## config.mk

```make
export PLATFORM = sky130hd
export DESIGN_NAME = irom_banked_pipe
export DESIGN_NICKNAME = d
export VERILOG_FILES = /design/src/rtl/irom_banked_pipe_pkg.sv /design/src/rtl/irom_meta_pipe.sv /design/src/rtl/rom1p1r.sv /design/src/rtl/irom_banked_pipe.sv
export SDC_FILE = /design/constraint.sdc
export NUM_CORES = 1
export LEC_CHECK = 0
export ABC_AREA = 1
export CORE_MARGIN = 5
export CORE_UTILIZATION = 57
export CTS_CLUSTER_SIZE = 8
export DETAILED_ROUTE_END_ITERATION = 16
export HOLD_SLACK_MARGIN = 0.08
export PLACE_DENSITY = 0.87
export SETUP_SLACK_MARGIN = 0.1
export SLEW_MARGIN = 20
export SYNTH_ARGS = -nofsm -noshare
export SYNTH_HDL_FRONTEND = slang
export SYNTH_SLANG_ARGS = --single-unit
```

## constraint.sdc

```tcl
create_clock -name clk -period 3.7 [get_ports clk]
set_input_delay 0.37 -clock clk [delete_from_list [all_inputs] [get_ports clk]]
set_output_delay 0.37 -clock clk [all_outputs]
set_load 0.02 [all_outputs]
```

## src/rtl/irom_banked_pipe_pkg.sv

```systemverilog
// Shared types and the ROM image for the banked instruction ROM.
//   irom_meta_t  : per-request metadata carried alongside the bank reads
//                  (valid, word parity of the request, halfword offset, fault)
//   irom_image() : build-time ROM contents; each bank evaluates it for its own
//                  word parity, so the image is split even/odd at elaboration.
package irom_banked_pipe_pkg;

    localparam int IROM_XLEN   = 64;
    localparam int IROM_OFF    = $clog2(IROM_XLEN / 8);
    localparam int IROM_HALVES = IROM_XLEN / 16;
    // Halfword offset field is sized for the widest supported XLEN (64).
    localparam int IROM_H_W    = 2;

    typedef struct packed {
        logic                valid;
        logic                odd;    // request word index was odd: current word sits in the odd bank
        logic [IROM_H_W-1:0] h;
        logic                fault;
    } irom_meta_t;

    // Words 0, 1 and the last word carry fixed marker patterns; every other
    // word holds four halfwords tagged with their position and word index.
    function automatic logic [63:0] irom_image(input logic [11:0] w, input logic [11:0] last);
        logic [15:0] t;
        t = {4'h0, w};
        if (w == 12'd0)
            return 64'hAAAA_3333_2222_1111;
        else if (w == 12'd1)
            return 64'h7777_6666_5555_BBBB;
        else if (w == last)
            return 64'hFFFF_EEEE_DDDD_CCCC;
        else
            return {16'h4000 | t, 16'h3000 | t, 16'h2000 | t, 16'h1000 | t};
    endfunction

endpackage

```

## src/rtl/irom_meta_pipe.sv

```systemverilog
// Metadata / data delay line for the banked ROM.
//   clk, reset : clock, synchronous active-high reset (clears all valids)
//   flush      : clears all valids at the next edge
//   hold       : freeze; every stage keeps its contents
//   in_meta    : metadata of the request being accepted this cycle
//   in_data    : bank outputs, already aligned with metadata stage 0
//   out_meta   : metadata after LATENCY stages
//   out_data   : bank data after LATENCY-1 further stages (aligned with out_meta)
module irom_meta_pipe
    import irom_banked_pipe_pkg::*;
#(
    parameter int LATENCY = 1,
    parameter int DW      = 128
) (
    input  logic            clk,
    input  logic            reset,
    input  logic            flush,
    input  logic            hold,
    input  irom_meta_t      in_meta,
    input  logic [DW-1:0]   in_data,
    output irom_meta_t      out_meta,
    output logic [DW-1:0]   out_data
);

    irom_meta_t meta_q [LATENCY];
    irom_meta_t meta_d [LATENCY];

    always_comb begin
        meta_d = meta_q;
        if (flush) begin
            for (int i = 0; i < LATENCY; i++)
                meta_d[i] = '0;
        end else if (!hold) begin
            meta_d[0] = in_meta;
            for (int i = 1; i < LATENCY; i++)
                meta_d[i] = meta_q[i-1];
        end
    end

    always_ff @(posedge clk) begin
        if (reset)
            meta_q <= '{default: '0};
        else
            meta_q <= meta_d;
    end

    assign out_meta = meta_q[LATENCY-1];

    // Data needs no reset: it is only observed when the matching valid is set.
    if (LATENCY > 1) begin : g_data
        logic [DW-1:0] data_q [LATENCY-1];
        logic [DW-1:0] data_d [LATENCY-1];

        always_comb begin
            data_d = data_q;
            if (!hold) begin
                data_d[0] = in_data;
                for (int i = 1; i < LATENCY - 1; i++)
                    data_d[i] = data_q[i-1];
            end
        end

        always_ff @(posedge clk) begin
            data_q <= data_d;
        end

        assign out_data = data_q[LATENCY-2];
    end else begin : g_nodata
        assign out_data = in_data;
    end

endmodule

```

## src/rtl/rom1p1r.sv

```systemverilog
// Single-port, single-read ROM bank with registered output and clock enable.
//   clk  : clock
//   ce   : read enable; when low the output register holds its value
//   addr : row address within this bank
//   dout : registered row data (one cycle after addr when ce=1)
// The bank holds every word of the image whose parity matches PARITY.
module rom1p1r
    import irom_banked_pipe_pkg::*;
#(
    parameter int ADDR_W = 11,
    parameter int DATA_W = 64,
    parameter int PARITY = 0,
    parameter int WORDS  = 4096
) (
    input  logic              clk,
    input  logic              ce,
    input  logic [ADDR_W-1:0] addr,
    output logic [DATA_W-1:0] dout
);

    logic [DATA_W-1:0] dout_q;
    logic [DATA_W-1:0] dout_d;
    logic [ADDR_W:0]   word_idx;
    logic [63:0]       img;

    always_comb begin
        word_idx = {addr, PARITY[0]};
        img      = irom_image(12'(word_idx), 12'(WORDS - 1));
        dout_d   = dout_q;
        if (ce)
            dout_d = img[DATA_W-1:0];
    end

    always_ff @(posedge clk) begin
        dout_q <= dout_d;
    end

    assign dout = dout_q;

endmodule

```

## src/rtl/irom_banked_pipe.sv

```systemverilog
// Two-bank instruction ROM returning any halfword-aligned 32-bit instruction,
// including fetches that spill across a word boundary, in one access.
//   clk, reset : clock, synchronous active-high reset
//   ReqValid   : request present on ReqAdr
//   ReqAdr     : byte address (bit 0 ignored)
//   ReqReady   : request accepted when ReqValid & ReqReady
//   Flush      : kill all in-flight requests
//   RspReady   : consumer accepts the response
//   RspValid   : response valid
//   RspInstr   : instruction at ReqAdr; zero when RspFault
//   RspFault   : 32-bit window at ReqAdr not fully inside the ROM
module irom_banked_pipe
    import irom_banked_pipe_pkg::*;
#(
    parameter int          XLEN      = 64,
    parameter int          ADDR_BITS = 12,
    parameter int          LATENCY   = 1,
    parameter logic [63:0] BASE      = 64'h1000,
    parameter logic [63:0] RANGE     = 64'h7FFF
) (
    input  logic            clk,
    input  logic            reset,
    input  logic            ReqValid,
    input  logic [XLEN-1:0] ReqAdr,
    output logic            ReqReady,
    input  logic            Flush,
    input  logic            RspReady,
    output logic            RspValid,
    output logic [31:0]     RspInstr,
    output logic            RspFault
);

    localparam int              OFF     = $clog2(XLEN / 8);
    localparam int              ROW_W   = ADDR_BITS - 1;
    localparam logic [XLEN-1:0] BASE_X  = BASE[XLEN-1:0];
    // Highest byte offset at which a full 32-bit window still fits.
    localparam logic [XLEN-1:0] LIMIT_X = RANGE[XLEN-1:0] - XLEN'(3);

    logic [XLEN-1:0]      adr;
    logic [XLEN-1:0]      adr_off;
    logic [ADDR_BITS-1:0] w_idx;
    logic [ADDR_BITS-1:0] w_next;
    logic [ROW_W-1:0]     even_row;
    logic [ROW_W-1:0]     odd_row;
    logic                 freeze;
    logic                 accept;
    irom_meta_t           req_meta;
    irom_meta_t           rsp_meta;
    logic [XLEN-1:0]      even_dout;
    logic [XLEN-1:0]      odd_dout;
    logic [2*XLEN-1:0]    rsp_data;
    logic [XLEN-1:0]      rsp_even;
    logic [XLEN-1:0]      rsp_odd;
    logic [2*XLEN-1:0]    pair;

    always_comb begin
        adr      = ReqAdr & ~XLEN'(1);
        adr_off  = adr - BASE_X;
        w_idx    = adr[ADDR_BITS+OFF-1:OFF];
        // Modulo increment: the last word pairs with word 0.
        w_next   = w_idx + ADDR_BITS'(1);
        even_row = w_next[ADDR_BITS-1:1];
        odd_row  = w_idx[ADDR_BITS-1:1];

        freeze   = rsp_meta.valid & ~RspReady;
        ReqReady = ~freeze & ~Flush;
        accept   = ReqValid & ReqReady;

        req_meta       = '0;
        req_meta.valid = accept;
        req_meta.odd   = w_idx[0];
        req_meta.h     = IROM_H_W'(adr[OFF-1:1]);
        req_meta.fault = (adr < BASE_X) || (adr_off > LIMIT_X);
    end

    rom1p1r #(
        .ADDR_W (ROW_W),
        .DATA_W (XLEN),
        .PARITY (0),
        .WORDS  (2 ** ADDR_BITS)
    ) u_bank_even (
        .clk  (clk),
        .ce   (~freeze),
        .addr (even_row),
        .dout (even_dout)
    );

    rom1p1r #(
        .ADDR_W (ROW_W),
        .DATA_W (XLEN),
        .PARITY (1),
        .WORDS  (2 ** ADDR_BITS)
    ) u_bank_odd (
        .clk  (clk),
        .ce   (~freeze),
        .addr (odd_row),
        .dout (odd_dout)
    );

    irom_meta_pipe #(
        .LATENCY (LATENCY),
        .DW      (2 * XLEN)
    ) u_meta_pipe (
        .clk      (clk),
        .reset    (reset),
        .flush    (Flush),
        .hold     (freeze),
        .in_meta  (req_meta),
        .in_data  ({odd_dout, even_dout}),
        .out_meta (rsp_meta),
        .out_data (rsp_data)
    );

    // Pair is {next word, current word}; the current word lives in the bank
    // matching the request's word parity.
    always_comb begin
        rsp_even = rsp_data[XLEN-1:0];
        rsp_odd  = rsp_data[2*XLEN-1:XLEN];
        pair     = rsp_meta.odd ? {rsp_even, rsp_odd} : {rsp_odd, rsp_even};
        RspValid = rsp_meta.valid;
        RspFault = rsp_meta.valid & rsp_meta.fault;
        RspInstr = '0;
        if (rsp_meta.valid && !rsp_meta.fault)
            RspInstr = pair[16*rsp_meta.h +: 32];
    end

endmodule
```

==> qor.csv, run 1 <==
metric;value;unit
R2R Setup Slk;1.65;ns
number of fill cells;711;
Min Clock Period, post-route;3.261;ns
Final setup viols;0;
library cells used by synthesis;46;
Worst VDD drop;0.2536;mV
Hold Fails Final Rpt;0;
share of layout cells above drive strength 1;0.05844;
Post-CTS Setup Inserts;0;
Worst EP required;3.33;ns
largest area contributor in the netlist;edfxtp_1;
Layout area overhead;26.59;%
vias in the first global route;5208;
clk_skew;0.006741;ns
Max Cap Viol;0;
GRT overflow;0;
Final HPWL DP;13.39;mm
maximum number of pins on one net before global-route repair;55;
Vias;5889;
Final Routed Wirelength;17.09;mm
register area;1692;µm²
CP Data Arrival Time;2.89;ns
commonest non-fill, non-tap cell in the layout;nand2_1;
Slew @ Worst Pin;0.9064;ns
post-CTS sizing;0;
antenna violations before repair;0;
CTS tree;done;
First-pass DRT Iterations;5;
FF+latch count, synth;58;
Post-CTS Hold Buffers;0;
Setup Total Neg Slack;0;ns
CP Max Fanout;18;
clock root buffer master;clkbuf_8;
Pleak;0.002810;µW
post-synthesis async set-or-reset flop share;0;
core box area;8763;µm²
post-route ant nets;0;
Num CTS Buffers;9;
CTS sink cnt;58;
die area;11060;µm²
Pins Over Slew Limit;0;
Synth top area share;0.3083;
Post-synth top flop;edfxtp_1;
clk buf depth;2;
first-pass GRT wire length;26.50;mm
chip height;105.2;µm
fin crit share;0.8813;
register area share after synthesis;0.3277;
# diodes;0;
Cells after Synth;819;
Avg WL per Cell;16.56;µm
htree depth;3;
I/O Pins;104;
Starting Density;0.5891;
Hold WC Path Type;reg -> reg;
crit end category;output pin;
status;finished clean;
Syn Area/Cell;6.303;µm²
Die Width;105.2;µm
drt first-iter violations;558;
most frequent cells in the layout;255 x nand2_1, 187 x nor2_1, 102 x clkdlybuf4s50_1;
Worst slew margin;0.3957;
Clock transition at path regs;0.07;ns
Hold Slack;0.5700;ns
mapped cell area;5162;µm²
pwr dens;283.0;nW/µm²
Placer Congestion;1.002;
GRT Util Overall;0.2996;
IO buf count;102;
WS Path Type;reg -> out;
total power;1850;µW
clk_lat worst skew;0.35;ns
EDFF count, synth;53;
area of the multi-input gates;3030;µm²
via density per instance;5.706;
synth top area cells;edfxtp_1 31%, nand2_1 19%, nor2_1 14%, inv_1 6.1%, xor2_1 3.9%;
Synth Net Count;892;
Max Fclk;0.3067;GHz
DRC Markers;0;
RSZ-0062 raised after global routing;no;
synth warn;0;
Worst setup SP type;register;
fin nets;992;
row count;34;
[power breakdown]
part,switching (µW),internal (µW)
sequential,24.0,759
combinational,235,164
clock,284,384
[critical path: stages (launching register included)]
cell and delay [ns]:
dfxtp_1 0.77, nor2_1 0.21, inv_1 0.33, o21ai_0 0.14
a221oi_1 0.39, clkdlybuf4s50_1 0.69
[state kept, by name, indices dropped and copies added, names as in the netlist]
| register | cells |
|---|---|
| u_bank_even.dout | 21 |
| u_bank_odd.dout | 32 |
| u_meta_pipe.out_meta | 5 |
[layer usage]
layer | share of wire | GRT usage
met4 | 0.0064 | 0.05571
met2 | 0.45 | 0.4622
met3 | 0.13 | 0.06227
met5 | 0 | 0
met1 | 0.41 | 0.4388
[cell type report]
type                       instances  share of cell area
clock buffer                       9             0.01895
clock inverter                     7             0.01570
inverter                          95             0.05476
multi-input combinational        645              0.4637
sequential                        58              0.2589
tap                              108             0.02068
timing repair buffer             110              0.1673
[stage by stage]
step           instance area (µm²)  utilization  cells  setup slack, ns
2_1_floorplan                 5162            -    819            1.486
4_1_cts                       6534       0.7456   1032           0.5030
5_1_grt                       6535       0.7457   1032           0.3508
6_report                      6535       0.7457   1032           0.4394
3_5_place_dp                  6307       0.7197   1016           0.8254
3_3_place_gp                  6307       0.7197   1016           0.8190
[worst paths after layout]
kind / cells past startpoint / endpoint / startpoint
max: 5 / RspInstr[9] / u_meta_pipe.out_meta[2]
max reg2reg: 6 / u_meta_pipe.out_meta[0] / u_meta_pipe.out_meta[4]
min reg2reg: 2 / u_meta_pipe.out_meta[0] / u_meta_pipe.out_meta[0]
min: 2 / u_meta_pipe.out_meta[0] / u_meta_pipe.out_meta[0]
[Yosys cell counts, types with 2 or more instances]
cell type / n
nand3_1: 26
nor2_1: 187
nand3b_1: 5
clkinv_1: 2
xor2_1: 23
nand3_2: 2
ha_1: 4
inv_1: 84
nor3_1: 10
xnor2_1: 2
o31ai_1: 2
o211ai_1: 2
nor4_1: 2
o22ai_1: 2
nand4_1: 7
a21oi_1: 27
clkbuf_1: 19
nand2_2: 3
mux2i_1: 2
edfxtp_1: 53
nor2_2: 5
a21boi_0: 4
o21ai_1: 2
o21ai_0: 32
or2_1: 5
a211oi_1: 4
o21bai_1: 4
nor2_4: 5
o221ai_1: 8
a221oi_1: 4
inv_2: 9
nand2_1: 255
dfxtp_1: 5
[logic make-up (layout without fill, tap and decap cells)]
group | count (synthesis) | after routing | synth area share
xor gates and xnor gates | 26 | 26 | 0.04557
adders and majority gates | 4 | 4 | 0.009695
and+or+nand+nor | 518 | 518 | 0.4166
DFF | 58 | 58 | 0.3277
muxes | 2 | 2 | 0.003878
AOI/OAI and AO/OA | 95 | 95 | 0.1112
buffers and inverters | 116 | 221 | 0.08531
Power figures use the tool's default switching activity.
==> run 2, diff against run 1 <==
--- a/config.mk
+++ b/config.mk
@@ -7,13 +7,13 @@
 export LEC_CHECK = 0
 export ABC_AREA = 1
 export CORE_MARGIN = 5
-export CORE_UTILIZATION = 57
+export CORE_UTILIZATION = 25
 export CTS_CLUSTER_SIZE = 8
 export DETAILED_ROUTE_END_ITERATION = 16
 export HOLD_SLACK_MARGIN = 0.08
-export PLACE_DENSITY = 0.87
 export SETUP_SLACK_MARGIN = 0.1
-export SLEW_MARGIN = 20
+export SLEW_MARGIN = 15
 export SYNTH_ARGS = -nofsm -noshare
 export SYNTH_HDL_FRONTEND = slang
+export SYNTH_HIERARCHICAL = 1
 export SYNTH_SLANG_ARGS = --single-unit
==> run 2 against run 1 <==
Compared with the run above: clock power up 9.6%; clock-buffer cell count up 1; setup slack better by 0.017 ns.
==> qor.csv, run 2 <==
metric;value;unit
library cells used by synthesis;40;
post-route ant nets;0;
first-pass GRT wire length;33.50;mm
DRC Markers;0;
Synth top area share;0.2006;
die area;35390;µm²
maximum number of pins on one net before global-route repair;68;
Max Fclk;0.3083;GHz
CP Max Fanout;67;
post-synthesis compound-gate area fraction;0.07319;
Worst VDD drop;0.1275;mV
WS Path Type;reg -> out;
Setup Total Neg Slack;0;ns
most frequent cells in the layout;350 x nand2_1, 165 x nor2_1, 108 x inv_1;
R2R Setup Slk;1.87;ns
CTS tree;done;
number of fill cells;3442;
First-pass DRT Iterations;5;
core box area;31470;µm²
slowest cell on the critical path;dfxtp_4;
Hold WC Path Type;reg -> reg;
Hold Fails Final Rpt;0;
hold path depth;4;
crit-path cells;buf_4 > o21ai_0 > o22ai_1 > nand2_1 > a21oi_1 > clkdlybuf4s50_1;
Clock transition at path regs;0.05;ns
Setup WS post-layout;0.4561;ns
chip height;188.1;µm
fin crit share;0.8767;
post-synthesis mux area share;0.05174;
largest area contributor in the netlist;edfxtp_1;
row count;65;
vias in the first global route;6384;
IO buf count;102;
total power;2001;µW
Final setup viols;0;
simple-gate share of the synthesized area;0.3675;
clk_skew;0.004208;ns
EDFF count, synth;53;
Pleak;0.003475;µW
Final HPWL DP;16.19;mm
drt first-iter violations;466;
HP Start;u_meta_pipe/out_meta[0];
XOR/XNOR Fraction of Synth Area;0.01215;
Post-synth top flop;edfxtp_1;
CTS sink cnt;58;
crit end category;output pin;
antenna violations before repair;4;
Hold Path End;u_meta_pipe/out_meta[0];
clk_lat worst skew;0.33;ns
Max Cap Viol;0;
Worst slew margin;0.2789;
clock root buffer master;clkbuf_16;
count leader, synth;nand2_1;
via density per instance;4.402;
Post-Synth Adder-Cell Area;0.004732;
share of layout cells above drive strength 1;0.05944;
# diodes;0;
max reg flops;32;
Slew @ Worst Pin;1.080;ns
largest family of logic cells by synthesized area;simple AND/OR/NAND/NOR gates;
GRT overflow;0;
Placed Area;7828;µm²
post-synthesis async set-or-reset flop share;0;
CP Data Arrival Time;2.87;ns
pwr dens;247.3;nW/µm²
I/O Pins;104;
end of the worst register-to-register path;u_bank_even/dout[40];
R2R cell count;4;
Final Cell Area;8090;µm²
Min Clock Period, post-route;3.244;ns
RSZ-0062 raised after global routing;no;
Worst setup SP type;register;
Avg WL per Cell;13.27;µm
Worst R2R Start;u_meta_pipe/out_meta[4];
commonest non-fill, non-tap cell in the layout;nand2_1;
htree depth;3;
Post-CTS Setup Inserts;0;
pre-CTS worst setup slack;0.7740;ns
Num CTS Buffers;9;
Placer Congestion;0.9513;
Critical Path Max Stage Delay;0.86;ns
Worst EP required;3.33;ns
Final Routed Wirelength;20.52;mm
status;finished clean;
Die Width;188.1;µm
synth top area cells;edfxtp_1 20%, buf_4 19%, nand2_1 17%, nor2_1 7.8%, nand3_1 6.1%;
GRT Util Overall;0.1154;
FF+latch count, synth;58;
Pins Over Slew Limit;0;
synth warn;6;
mapped cell area;7933;µm²
Starting Density;0.2520;
Syn Area/Cell;6.301;µm²
synth cell count leaders;350 x nand2_1, 203 x buf_4, 165 x nor2_1, 109 x inv_1, 96 x nand3_1;
Post-CTS Hold Buffers;0;
fin nets;1211;
Cells after Synth;1259;
post-CTS sizing;0;
Layout area overhead;1.987;%
register area share after synthesis;0.2132;
Vias;6805;
clk buf depth;2;
## run 2: cell types whose count changed after synthesis, moves of 16 or more
| cell | change |
|---|---|
| clkbuf_1 | +24 |
| nand3_1 | +70 |
| nor2_1 | -22 |
| buf_4 | +203 |
| xor2_1 | -16 |
| nand2_1 | +95 |
| mux2i_1 | +39 |
| inv_1 | +25 |
## run 2: cell families after synthesis
kind of cell | count (synthesis)
adders and majority gates | 3
xor gates and xnor gates | 11
and+or+nand+nor | 669
AOI/OAI and AO/OA | 102
buffers and inverters | 372
other | 3
muxes | 41
DFF | 58
## run 2: per-layer routing
| metal | part of all wire | GRT usage |
|---|---|---|
| met1 | 0.49 | 0.1640 |
| met2 | 0.43 | 0.1790 |
| met3 | 0.064 | 0.02494 |
| met4 | 0.013 | 0.02654 |
| met5 | 0.0033 | 0 |
## run 2: through the flow
| step | utilization | std cells | hold slack (ns) |
|---|---|---|---|
| after floorplan | - | 1275 | 0.4930 |
| after detailed placement | 0.2487 | 1530 | 0.5427 |
| after CTS | 0.2570 | 1546 | 0.5526 |
| after global placement | 0.2487 | 1530 | 0.5291 |
| final | 0.2570 | 1546 | 0.5404 |
| after global routing | 0.2570 | 1546 | 0.5994 |
## run 2: worst max-delay path: cells and delay by family, from the launching register on
family,cells,cell delay [ns]
AOI/OAI and AO/OA,3,0.49
buffers and inverters,2,1.05
and+or+nand+nor,1,0.07
DFF,1,0.86
## run 2: worst max-delay path by stage
stage                            startpoint                      end  slack [ns]  cells past startpoint
finish              u_meta_pipe/out_meta[3]             RspInstr[20]        0.46                      6
global route        u_meta_pipe/out_meta[3]             RspInstr[20]        0.18                      6
CTS                 u_meta_pipe/out_meta[3]             RspInstr[27]        0.45                      6
detailed placement               ReqAdr[12]  u_meta_pipe/out_meta[0]        0.77                     16
global placement                 ReqAdr[12]  u_meta_pipe/out_meta[0]        0.80                     18
floorplan           u_meta_pipe/out_meta[3]             RspInstr[16]        1.64                      6
## run 2: cell type report
| type | count | area, µm² | share of cell area |
|---|---|---|---|
| Multi-Input combinational cell | 845 | 4111 | 0.5082 |
| Clock buffer | 10 | 229.0 | 0.02830 |
| Sequential cell | 58 | 1697 | 0.2097 |
| Clock inverter | 6 | 33.78 | 0.004176 |
| Tap cell | 402 | 503.0 | 0.06217 |
| Timing Repair Buffer | 111 | 1089 | 0.1345 |
| Inverter | 114 | 427.9 | 0.05289 |
## run 2: where the power goes
group / leakage (µW) / total, µW / switching (µW) / internal, µW
clock: 0.000126 / 732 / 286 / 446
sequential: 0.000599 / 793 / 35.7 / 757
combinational: 0.00275 / 476 / 278 / 198
total: 0.00348 / 2000 / 600 / 1400
